<file path="src/rtl/shuttle_pkg.sv">
// Shared types and constants for the shuttlecock motion controller.
// Positions are 12-bit signed internally; velocities are 8-bit signed.
package shuttle_pkg;

  typedef enum logic [2:0] {
    S_IDLE,
    S_HELD1,
    S_HELD2,
    S_FLIGHT,
    S_LANDED
  } shuttle_state_t;

  localparam int SCREEN_W = 640;
  localparam int SCREEN_H = 480;

  typedef logic signed [7:0]  vel_t;
  typedef logic signed [11:0] pos_t;

  localparam pos_t X_MAX = pos_t'(SCREEN_W - 1);

  // Keep an x coordinate inside the visible screen.
  function automatic pos_t clamp_x(input pos_t v);
    if (v[11])     return '0;
    if (v > X_MAX) return X_MAX;
    return v;
  endfunction

  // Saturate an internal coordinate onto the 10-bit unsigned output range.
  function automatic logic [9:0] sat10(input pos_t v);
    if (v[11])              return '0;
    if (v > pos_t'(1023))   return '1;
    return v[9:0];
  endfunction

endpackage

</file>
<file path="src/rtl/shuttle_motion_tick.sv">
// Brings the ~60 Hz frame strobe into the Clk domain and turns its rising
// edge into a single-cycle tick, three Clk edges after the strobe rises.
module frame_tick_gen (
  input  logic Clk,
  input  logic Reset,
  input  logic frame_clk,
  output logic tick
);

  logic sync1, sync2, sync2_d;

  // NOTE: reset sits in the sensitivity list so the flops clear without a running clock.
  always_ff @(posedge Clk or posedge Reset) begin
    if (Reset) begin
      sync1   <= 1'b0;
      sync2   <= 1'b0;
      sync2_d <= 1'b0;
      tick    <= 1'b0;
    end else begin
      sync1   <= frame_clk;
      sync2   <= sync1;
      sync2_d <= sync2;
      tick    <= sync2 & ~sync2_d;
    end
  end

endmodule

</file>
<file path="src/rtl/shuttle_motion.sv">
// Shuttlecock motion and rally controller: serves, flight ballistics, hits,
// wall bounces and landings, all advanced once per frame tick.
module shuttle_motion
  import shuttle_pkg::*;
#(
  parameter int FLOOR_Y     = 400,
  parameter int NET_X       = 320,
  parameter int SERVE_Y     = 340,
  parameter int HAND_OFF    = 16,
  parameter int HIT_RANGE   = 24,
  parameter int HIT_Y_MIN   = 280,
  parameter int SERVE_VX    = 4,
  parameter int SERVE_VY    = -12,
  parameter int HIT_VX      = 5,
  parameter int HIT_VY      = -10,
  parameter int GRAVITY     = 1,
  parameter int LAND_FRAMES = 30
) (
  input  logic       Clk,
  input  logic       Reset,
  input  logic       frame_clk,
  input  logic       ball_exist1,
  input  logic       ball_shoot1,
  input  logic       ball_hit1,
  input  logic       ball_exist2,
  input  logic       ball_shoot2,
  input  logic       ball_hit2,
  input  logic [9:0] figure1_x,
  input  logic [9:0] figure2_x,
  output logic [9:0] ball_x,
  output logic [9:0] ball_y,
  output logic       ball_on,
  output logic       point_valid,
  output logic       point_to
);

  localparam pos_t FLOOR_P  = pos_t'(FLOOR_Y);
  localparam pos_t NET_P    = pos_t'(NET_X);
  localparam pos_t SERVE_P  = pos_t'(SERVE_Y);
  localparam pos_t HAND_P   = pos_t'(HAND_OFF);
  localparam pos_t RANGE_P  = pos_t'(HIT_RANGE);
  localparam pos_t HIT_Y_P  = pos_t'(HIT_Y_MIN);
  localparam vel_t SERVE_VX_P = vel_t'(SERVE_VX);
  localparam vel_t SERVE_VY_P = vel_t'(SERVE_VY);
  localparam vel_t HIT_VX_P   = vel_t'(HIT_VX);
  localparam vel_t HIT_VY_P   = vel_t'(HIT_VY);
  localparam vel_t GRAVITY_P  = vel_t'(GRAVITY);
  localparam logic [7:0] LAND_LAST = 8'(LAND_FRAMES - 1);

  logic tick;

  frame_tick_gen u_tick (
    .Clk       (Clk),
    .Reset     (Reset),
    .frame_clk (frame_clk),
    .tick      (tick)
  );

  shuttle_state_t state, state_n;
  pos_t       pos_x, pos_y, pos_x_n, pos_y_n;
  vel_t       vx, vy, vx_n, vy_n;
  logic [7:0] land_cnt, land_cnt_n;
  logic       point_valid_n, point_to_n;

  pos_t       hand1, hand2;
  logic       side2, hit_sel, toward;
  logic [9:0] fig_sel;
  pos_t       dx, adx, nx, ny;
  vel_t       hvx, hvy;

  assign hand1 = clamp_x(pos_t'({2'b00, figure1_x}) + HAND_P);
  assign hand2 = clamp_x(pos_t'({2'b00, figure2_x}) - HAND_P);

  assign ball_x  = sat10(pos_x);
  assign ball_y  = sat10(pos_y);
  assign ball_on = (state != S_IDLE);

  always_ff @(posedge Clk or posedge Reset) begin
    if (Reset) begin
      state       <= S_IDLE;
      pos_x       <= '0;
      pos_y       <= '0;
      vx          <= '0;
      vy          <= '0;
      land_cnt    <= '0;
      point_valid <= 1'b0;
      point_to    <= 1'b0;
    end else begin
      state       <= state_n;
      pos_x       <= pos_x_n;
      pos_y       <= pos_y_n;
      vx          <= vx_n;
      vy          <= vy_n;
      land_cnt    <= land_cnt_n;
      point_valid <= point_valid_n;
      point_to    <= point_to_n;
    end
  end

  // NOTE: every signal written here gets a value before any branch, so no latch can form.
  always_comb begin
    // Hit resolution: only the player on the ball's current side may connect.
    side2   = (pos_x >= NET_P);
    fig_sel = side2 ? figure2_x : figure1_x;
    hit_sel = side2 ? ball_hit2 : ball_hit1;
    toward  = side2 ? (!vx[7] && (vx != '0)) : vx[7];
    dx      = pos_x - pos_t'({2'b00, fig_sel});
    adx     = dx[11] ? -dx : dx;
    hvx     = vx;
    hvy     = vy;
    if (hit_sel && (adx <= RANGE_P) && (pos_y >= HIT_Y_P) && toward) begin
      hvx = side2 ? -HIT_VX_P : HIT_VX_P;
      hvy = HIT_VY_P;
    end
    nx = pos_x + pos_t'(hvx);
    ny = pos_y + pos_t'(hvy);

    state_n       = state;
    pos_x_n       = pos_x;
    pos_y_n       = pos_y;
    vx_n          = vx;
    vy_n          = vy;
    land_cnt_n    = land_cnt;
    point_valid_n = 1'b0;
    point_to_n    = point_to;

    if (tick) begin
      case (state)
        S_IDLE: begin
          if (ball_exist1) begin
            state_n = S_HELD1;
            pos_x_n = hand1;
            pos_y_n = SERVE_P;
          end else if (ball_exist2) begin
            state_n = S_HELD2;
            pos_x_n = hand2;
            pos_y_n = SERVE_P;
          end
        end
        S_HELD1: begin
          pos_x_n = hand1;
          pos_y_n = SERVE_P;
          if (ball_shoot1) begin
            state_n = S_FLIGHT;
            vx_n    = SERVE_VX_P;
            vy_n    = SERVE_VY_P;
          end else if (!ball_exist1) begin
            state_n = S_IDLE;
          end
        end
        S_HELD2: begin
          pos_x_n = hand2;
          pos_y_n = SERVE_P;
          if (ball_shoot2) begin
            state_n = S_FLIGHT;
            vx_n    = -SERVE_VX_P;
            vy_n    = SERVE_VY_P;
          end else if (!ball_exist2) begin
            state_n = S_IDLE;
          end
        end
        S_FLIGHT: begin
          vx_n = hvx;
          vy_n = hvy + GRAVITY_P;
          if (nx[11]) begin
            pos_x_n = '0;
            vx_n    = -hvx;
          end else if (nx > X_MAX) begin
            pos_x_n = X_MAX;
            vx_n    = -hvx;
          end else begin
            pos_x_n = nx;
          end
          pos_y_n = ny;
          // The point goes to the player on the far side of where it lands.
          if (ny >= FLOOR_P) begin
            pos_y_n       = FLOOR_P;
            vx_n          = '0;
            vy_n          = '0;
            state_n       = S_LANDED;
            land_cnt_n    = '0;
            point_valid_n = 1'b1;
            point_to_n    = (pos_x_n < NET_P);
          end
        end
        S_LANDED: begin
          if (land_cnt == LAND_LAST) begin
            state_n    = S_IDLE;
            land_cnt_n = '0;
          end else begin
            land_cnt_n = land_cnt + 8'd1;
          end
        end
        default: state_n = S_IDLE;
      endcase
    end
  end

endmodule

</file>
<file path="config.mk">
export PLATFORM = sky130hd
export DESIGN_NAME = shuttle_motion
export DESIGN_NICKNAME = d
export VERILOG_FILES = /design/src/rtl/shuttle_pkg.sv /design/src/rtl/shuttle_motion_tick.sv /design/src/rtl/shuttle_motion.sv
export SDC_FILE = /design/constraint.sdc
export NUM_CORES = 1
export LEC_CHECK = 0
export BUFFER_PORTS_ARGS = -buffer_cell sky130_fd_sc_hd__buf_2
export CAP_MARGIN = 30
export CELL_PAD_IN_SITES_DETAIL_PLACEMENT = 1
export CELL_PAD_IN_SITES_GLOBAL_PLACEMENT = 1
export CORE_MARGIN = 2
export CORE_UTILIZATION = 46
export DETAILED_ROUTE_END_ITERATION = 16
export GPL_TIMING_DRIVEN = 0
export PLACE_DENSITY = 0.9
export REMOVE_ABC_BUFFERS = 1
export SYNTH_ARGS = -nofsm -noshare
export SYNTH_HDL_FRONTEND = slang
export SYNTH_SLANG_ARGS = --single-unit
</file>
<file path="constraint.sdc">
create_clock -name Clk -period 9.6 [get_ports Clk]
set_input_delay 1.92 -clock Clk [delete_from_list [all_inputs] [get_ports Clk]]
set_output_delay 1.92 -clock Clk [all_outputs]
set_load 0.01 [all_outputs]
</file>
; ---- Word-level counts from Yosys, hierarchy flattened
; Index checks and enable logic that the tools add are counted.
[classes]
addsub = 9
order_cmp = 10
n_eq_ne = 12
n_mux = 71
bitwise = 2
reduce_logical = 19
[ops]
columns = cell, n
row1 = 12-bit two-way mux, 16
row2 = 8-bit two-way mux, 13
row3 = 10-bit two-way mux, 9
row4 = 12-bit case mux with 4 select lines, 1
row5 = 8-bit case mux with 3 select lines, 2
row6 = 12-bit by 10-bit >= comparator with 1-bit output (second input constant), 3
row7 = 12-bit by 11-bit > comparator with 1-bit output (second input constant), 3
row8 = 12-bit case mux with 3 select lines, 1
row9 = 12-bit by 8-bit adder with 12-bit output, 2
row10 = 3-bit two-way mux, 8
row11 = 11-bit two-way mux, 2
row12 = 1-bit two-way mux, 17
row13 = 8-bit case mux with 2 select lines, 1
row14 = 3-bit case mux with 5 select lines, 1
row15 = 12-bit by 6-bit less-or-equal comparator with 1-bit output (second input constant), 1
row16 = 12-bit by 10-bit < comparator with 1-bit output (second input constant), 1
row17 = 12-bit negation, 1
row18 = 3-bit AND reduction, 4
row19 = 12-bit by 11-bit subtractor with 12-bit output, 1
row20 = 10-bit by 5-bit adder with 11-bit output (second input constant), 1
row21 = 11-bit by 10-bit > comparator with 1-bit output (second input constant), 1
row22 = 11-bit > comparator (second input constant), 1
row23 = 10-bit by 5-bit subtractor with 11-bit output (second input constant), 1
row24 = 3-bit != test (second input constant), 3
row25 = other kinds (20), 29
[totals]
regBits = 57
inputBits = 29
out_inout_bits = 23
word_cells = 135

; ---- Logic depth before layout (Yosys ltp)
[logic_depth]
depth_word = 17
ltp_mapped = 34
ltp_nobuf = 29

; ---- Cells and area by module
; Synthesis repeated with hierarchy kept, for this count alone.
[hier_totals]
cells_unflattened = 683
hier_area_um2 = 5416.4
[by_module_without_submodules]
columns = mod, instances, cells_each, area_each_um2, seq_area_each_um2
row1 = shuttle_motion, 1, 677, 5298.8, 1301.2
row2 = frame_tick_gen, 1, 6, 117.6, 100.1

; ---- Worst setup path after synthesis
; OpenSTA, ideal clock, no wires.
[synth_timing]
kind = in2reg
startpoint = input port figure2_x[0]
endpoint = register vx[1]
setup_ns = 0.127
arrival_ns = 7.546
required_time_ns = 9.473
setup_slack_ns = 1.927
cell_stages = 27
path_buffers = 2
cell_sequence = mux2_2 ha_1 fa_1 nor2b_1 o21bai_1 nand3b_1 xor2_1 o211ai_1 and4bb_1 o211a_4 nand2_2 buf_2 mux2_2 fa_1 a21oi_1 o2111ai_1 a31o_2 nand2_1 nand3_1 a21oi_1 clkbuf_1 nor2b_1 nand2_1 mux2i_2 or2_2 mux2i_1 o21ai_0
[synth_via]
elab_chain_len = 15
word_cells_on_any_way = 19
classes_between = add/sub: 5 / order compare: 3 / mux: 8 / reduce/logical: 3
[synth_lines]
columns = element, line
row1 = "start, declared", shuttle_motion.sv:29  ; input logic [9:0] figure2_x,
row2 = 10-bit two-way mux *, shuttle_motion.sv:104  ; fig_sel = side2 ? figure2_x : figure1_x;
row3 = 12-bit by 11-bit subtractor with 12-bit output *, shuttle_motion.sv:107  ; dx = pos_x - pos_t'({2'b00, fig_sel});
row4 = 12-bit negation, shuttle_motion.sv:108  ; adx = dx[11] ? -dx : dx;
row5 = 12-bit two-way mux *, shuttle_motion.sv:108
row6 = 12-bit by 6-bit less-or-equal comparator with 1-bit output *, shuttle_motion.sv:111  ; if (hit_sel && (adx <= RANGE_P) && (pos_y >= HIT_Y_P) && toward) begin
row7 = 1-bit logical AND * (3 in series), shuttle_motion.sv:111
row8 = 8-bit two-way mux, shuttle_motion.sv:111
row9 = 12-bit by 8-bit adder with 12-bit output, shuttle_motion.sv:115  ; nx = pos_x + pos_t'(hvx);
row10 = 12-bit by 11-bit > comparator with 1-bit output, shuttle_motion.sv:168  ; end else if (nx > X_MAX) begin
row11 = 8-bit two-way mux, shuttle_motion.sv:168
row12 = 8-bit two-way mux, shuttle_motion.sv:165  ; if (nx[11]) begin
row13 = 8-bit two-way mux *, shuttle_motion.sv:176  ; if (ny >= FLOOR_P) begin
row14 = 8-bit case mux with 3 select lines *, shuttle_motion.sv:128  ; case (state)
row15 = "end signal, assigned", shuttle_motion.sv:92  ; vx <= vx_n;
row16 = "end, declared", shuttle_motion.sv:61  ; vel_t vx, vy, vx_n, vy_n;
; Every way passes the cells marked *; elsewhere a longest branch is shown, timed or not.
; A chain may end at the register's enable or synchronous reset.

; ---- Worst setup path after layout
[layout_timing]
startpoint = register pos_x[10]
endpoint = register vx[1]
[layout_via]
elab_chain_len = 16
word_cells_on_any_way = 23
classes_between = add/sub: 5 / order compare: 4 / mux: 11 / reduce/logical: 3
[layout_lines]
columns = element, line
row1 = "start, declared", shuttle_motion.sv:60  ; pos_t pos_x, pos_y, pos_x_n, pos_y_n;
row2 = "start signal, assigned", shuttle_motion.sv:90  ; pos_x <= pos_x_n;
row3 = 12-bit by 10-bit >= comparator with 1-bit output, shuttle_motion.sv:103  ; side2 = (pos_x >= NET_P);
row4 = 10-bit two-way mux, shuttle_motion.sv:104
row5 = 12-bit by 11-bit subtractor with 12-bit output, shuttle_motion.sv:107
row6 = 12-bit negation, shuttle_motion.sv:108
row7 = 12-bit two-way mux, shuttle_motion.sv:108
row8 = 12-bit by 6-bit less-or-equal comparator with 1-bit output, shuttle_motion.sv:111
row9 = 1-bit logical AND (3 in series), shuttle_motion.sv:111
row10 = 8-bit two-way mux, shuttle_motion.sv:111
row11 = 12-bit by 8-bit adder with 12-bit output, shuttle_motion.sv:115
row12 = 12-bit by 11-bit > comparator with 1-bit output, shuttle_motion.sv:168
row13 = 8-bit two-way mux, shuttle_motion.sv:168
row14 = 8-bit two-way mux, shuttle_motion.sv:165
row15 = 8-bit two-way mux *, shuttle_motion.sv:176
row16 = 8-bit case mux with 3 select lines *, shuttle_motion.sv:128
; Marked as above.

==> metrics.md <==
| Metric | Value |
|---|---|
| Clock root buffer | clkbuf_16 |
| Net Switching | approximately 1.4 mW |
| Drt first-iter violations | about 280 |
| Pin count of the biggest net entering global routing | 34 |
| Final Wtd Congestion | 0.8837 |
| Drt drc | 0 |
| Dpl hpwl | 13230 microns |
| PD cells | approximately 440 nW/um^2 |
| Port bufs | 51 |
| Critical Path Fanout Max | 26 |
| Post-synthesis cell area | 5652 sq um |
| Total Nets Final | 814 |
| DR pass1 iterations | 5 |
| Die width | between 100 and 150 microns |
| Critical path's slowest cell | nand2_1 |
| Outcome | completed |
| Pre-CTS WS | 0.4679 ns |
| Initial antenna violation count | 0 |
| Wire length per cell | around 19 microns |
| Final Cycle Share | ~93% |
| Chip height | 114.8 microns |
| Max transition margin | 34.65% |
| ANT cells | 0 |
| Row Count | 40 |
| Number of hold buffers added after cts | 0 |
| Hold Fails Final Rpt | 0 |
| Area of the multi-input gates | 3988 sq um |
| Worst r2r src | pos_x[10] |
| Inserted Clock Buffers | 5 |
| Leak | 2.713 nW |
| Sequential area share after synthesis | between 20 and 25% |
| Combinational power share | 76.1% |
| Sequential power share | 16.2% |
| Post-CTS setup repair buffer count | 0 |
| GRT Overall Usage | 26.30% |
| Crit path time final | 8.935 ns |
| Share of Yosys cell area claimed by the top area cell type | between 20 and 25% |
| Setup violations, final | 0 |
| Ports | 52 |
| Critical path buffers and inverters | 0 |
| R2R Path End | vx[1] |
| Vias in the first global route | 5809 |
| Tightest Hold Check Type | flip-flop to flip-flop |
| Core area | ~12000 sq um |
| Post-synthesis async set-or-reset flop share | 100.0% |
| Number of flops mapped to enable cells by yosys | 0 |
| R2r worst-path depth | 27 |
| Peak supply drop | 0.0001445 V |
| Clk slew on worst S/H paths | 0.07 ns |
| CP Depth | 27 |
| Die ar. | 13190 sq um |
| Synth area leader | dfrtp_1 |
| Critical path's top delay family | simple AND/OR/NAND/NOR gates |
| Layout cells sized above 1 | 13.38% |
| Via Count | 5532 |
| Number of synthesis warnings | 0 |
| Cells after synthesis | 708 |
| First-pass GRT wire length | 28350 microns |
| CTS sink cnt | 56 |
| Synth top cells by count | nor2_1, a21oi_1, nand2_1 |
| Crit start category | flip-flop |
| Storage cell area | 1401 sq um |
| R2r setup slk | 0.67 ns |
| Ranking of synthesized cells by area | dfrtp_1, ha_1, nor2_1 |
| DRT antenna net count | 0 |
| CP Capture Type | flip-flop |
| Clk_lat worst skew | 0.30 ns |
| Max frequency | 111.9 MHz |
| CP Class | flip-flop to flip-flop |
| Worst setup margin | 0.6654 ns |
| CP peak stage delay | slightly above 0.7 ns |
| Initial Util | between 40% and 50% |
| Switch share | 53.44% |
| Syn_area_per_cell | 7.983 sq um |
| Area delta synth->final | 8.878% |
| Worst path required time | a little under 10 ns |
| Top FF cell, synth | dfrtp_1 |
| WL final | 16830 microns |
| Post-placement cell count | slightly below 900 |
| Cell with the most instances after synthesis | nor2_1 |
| GR Overflow Total | 0 |
| CTS max path bufs | 2 |
| # H-tree levels | 2 |
| Final TNS setup | 0 ns |
| P_int | 1.247 mW |
| Vias per cell | 6.237 |
| CTS tree | built |
| Synth cell types | 83 |
| Clock Skew | just under 0.009 ns |
| Fin. max-slew vios | 0 |
| Crit path to | vx[1] |
| Clk pwr share | around 7.7% |
| Gates resized, CTS repair | 0 |
| Fill cell count | 1487 |
| Post-synthesis register bit count | 56 |
| Worst setup path startpoint | pos_x[10] |
| Layout Cells excl Fill | about 890 |
| Max-cap violations | 0 |
| Worst Max-Slew Pin Slew | 0.9802 ns |
| Unrepaired setup endpoints after global routing | false |
| CP arrival | 9.11 ns |
## kinds of logic after synthesis
kind of cell    share of synthesized area, %
buf+inv                                4.649
mux                                    4.583
simple gates                           24.31
xor+xnor                               6.000
flops                                  24.80
compound gates                         25.35
fa+ha+maj                              10.32
## state kept, by name (all words and copies together), names as in the netlist
register,count
point_valid,1
point_to,1
pos_x,11
u_tick.sync1,1
pos_y,12
state,3
land_cnt,8
u_tick.sync2_d,1
u_tick.sync2,1
vx,8
vy,8
u_tick.tick,1
## cell type report
type                            instances  area share (%)
Clock buffer                            5           2.033
Clock inverter                          1          0.4880
Inverter                               35           2.135
Multi-Input combinational cell        589           64.80
Sequential cell                        56           22.77
Tap cell                              147           2.989
Timing Repair Buffer                   54           4.778
## stage by stage
step	instance area (sq um)	hold WS [ns]	power, mW	util (%)
2_1_floorplan	5520	0.3312	1.931	-
4_1_cts	6153	0.3675	2.665	51.23
5_1_grt	6153	0.3677	2.907	51.23
3_5_place_dp	5998	0.3476	2.441	49.94
6_report	6153	0.3622	2.679	51.23
3_3_place_gp	5959	0.3393	2.297	49.61
## per-layer routing
metal | global-route usage, % | share of wire (%)
met1 | 32.06 | 42
met2 | 47.92 | 52
met3 | 2.636 | 3.3
met4 | 9.719 | 2.2
met5 | 0 | 0
## power by group through the flow
stage | combinational, mW | sequential (mW) | clock (mW)
2_1_floorplan | 1.54 | 0.395 | 0
3_3_place_gp | 1.87 | 0.429 | 0
3_5_place_dp | 2.01 | 0.436 | 0
4_1_cts | 2.02 | 0.432 | 0.211
5_1_grt | 2.24 | 0.449 | 0.220
6_report | 2.04 | 0.435 | 0.206
## worst min-delay path by stage
stage | startpoint | endpoint | slack, ns | cells after the start
detailed placement | u_tick.sync1 | u_tick.sync2 | 0.35 | 0
floorplan | u_tick.sync1 | u_tick.sync2 | 0.33 | 0
finish | u_tick.sync1 | u_tick.sync2 | 0.36 | 0
global route | u_tick.sync1 | u_tick.sync2 | 0.37 | 0
CTS | u_tick.sync1 | u_tick.sync2 | 0.37 | 0
global placement | u_tick.sync1 | u_tick.sync2 | 0.34 | 0
## layout by cell type (no fill, tap or decap), types with 6 or more instances in the layout
master     Yosys  layout
o21ai_0       31      31
o22ai_1        8       8
nor3_1        24      24
and3_1         7       7
a21o_1        15      15
ha_1          41      41
nand2b_1      14      14
a211oi_1       6       6
buf_2          3      51
inv_1         35      34
nor2b_1       11      11
a21oi_1       57      57
or2_2         13      13
o21a_1         9       9
dfrtp_1       56      56
nor2_1        86      86
xor2_1        14      14
o2bb2ai_1      7       7
nand3_1       22      22
mux2i_1       13      13
o221ai_1       7       7
a31oi_1       16      16
xnor2_1       19      19
nand2_1       57      57
o31ai_1        8       8
Power figures use the tool's default switching activity.
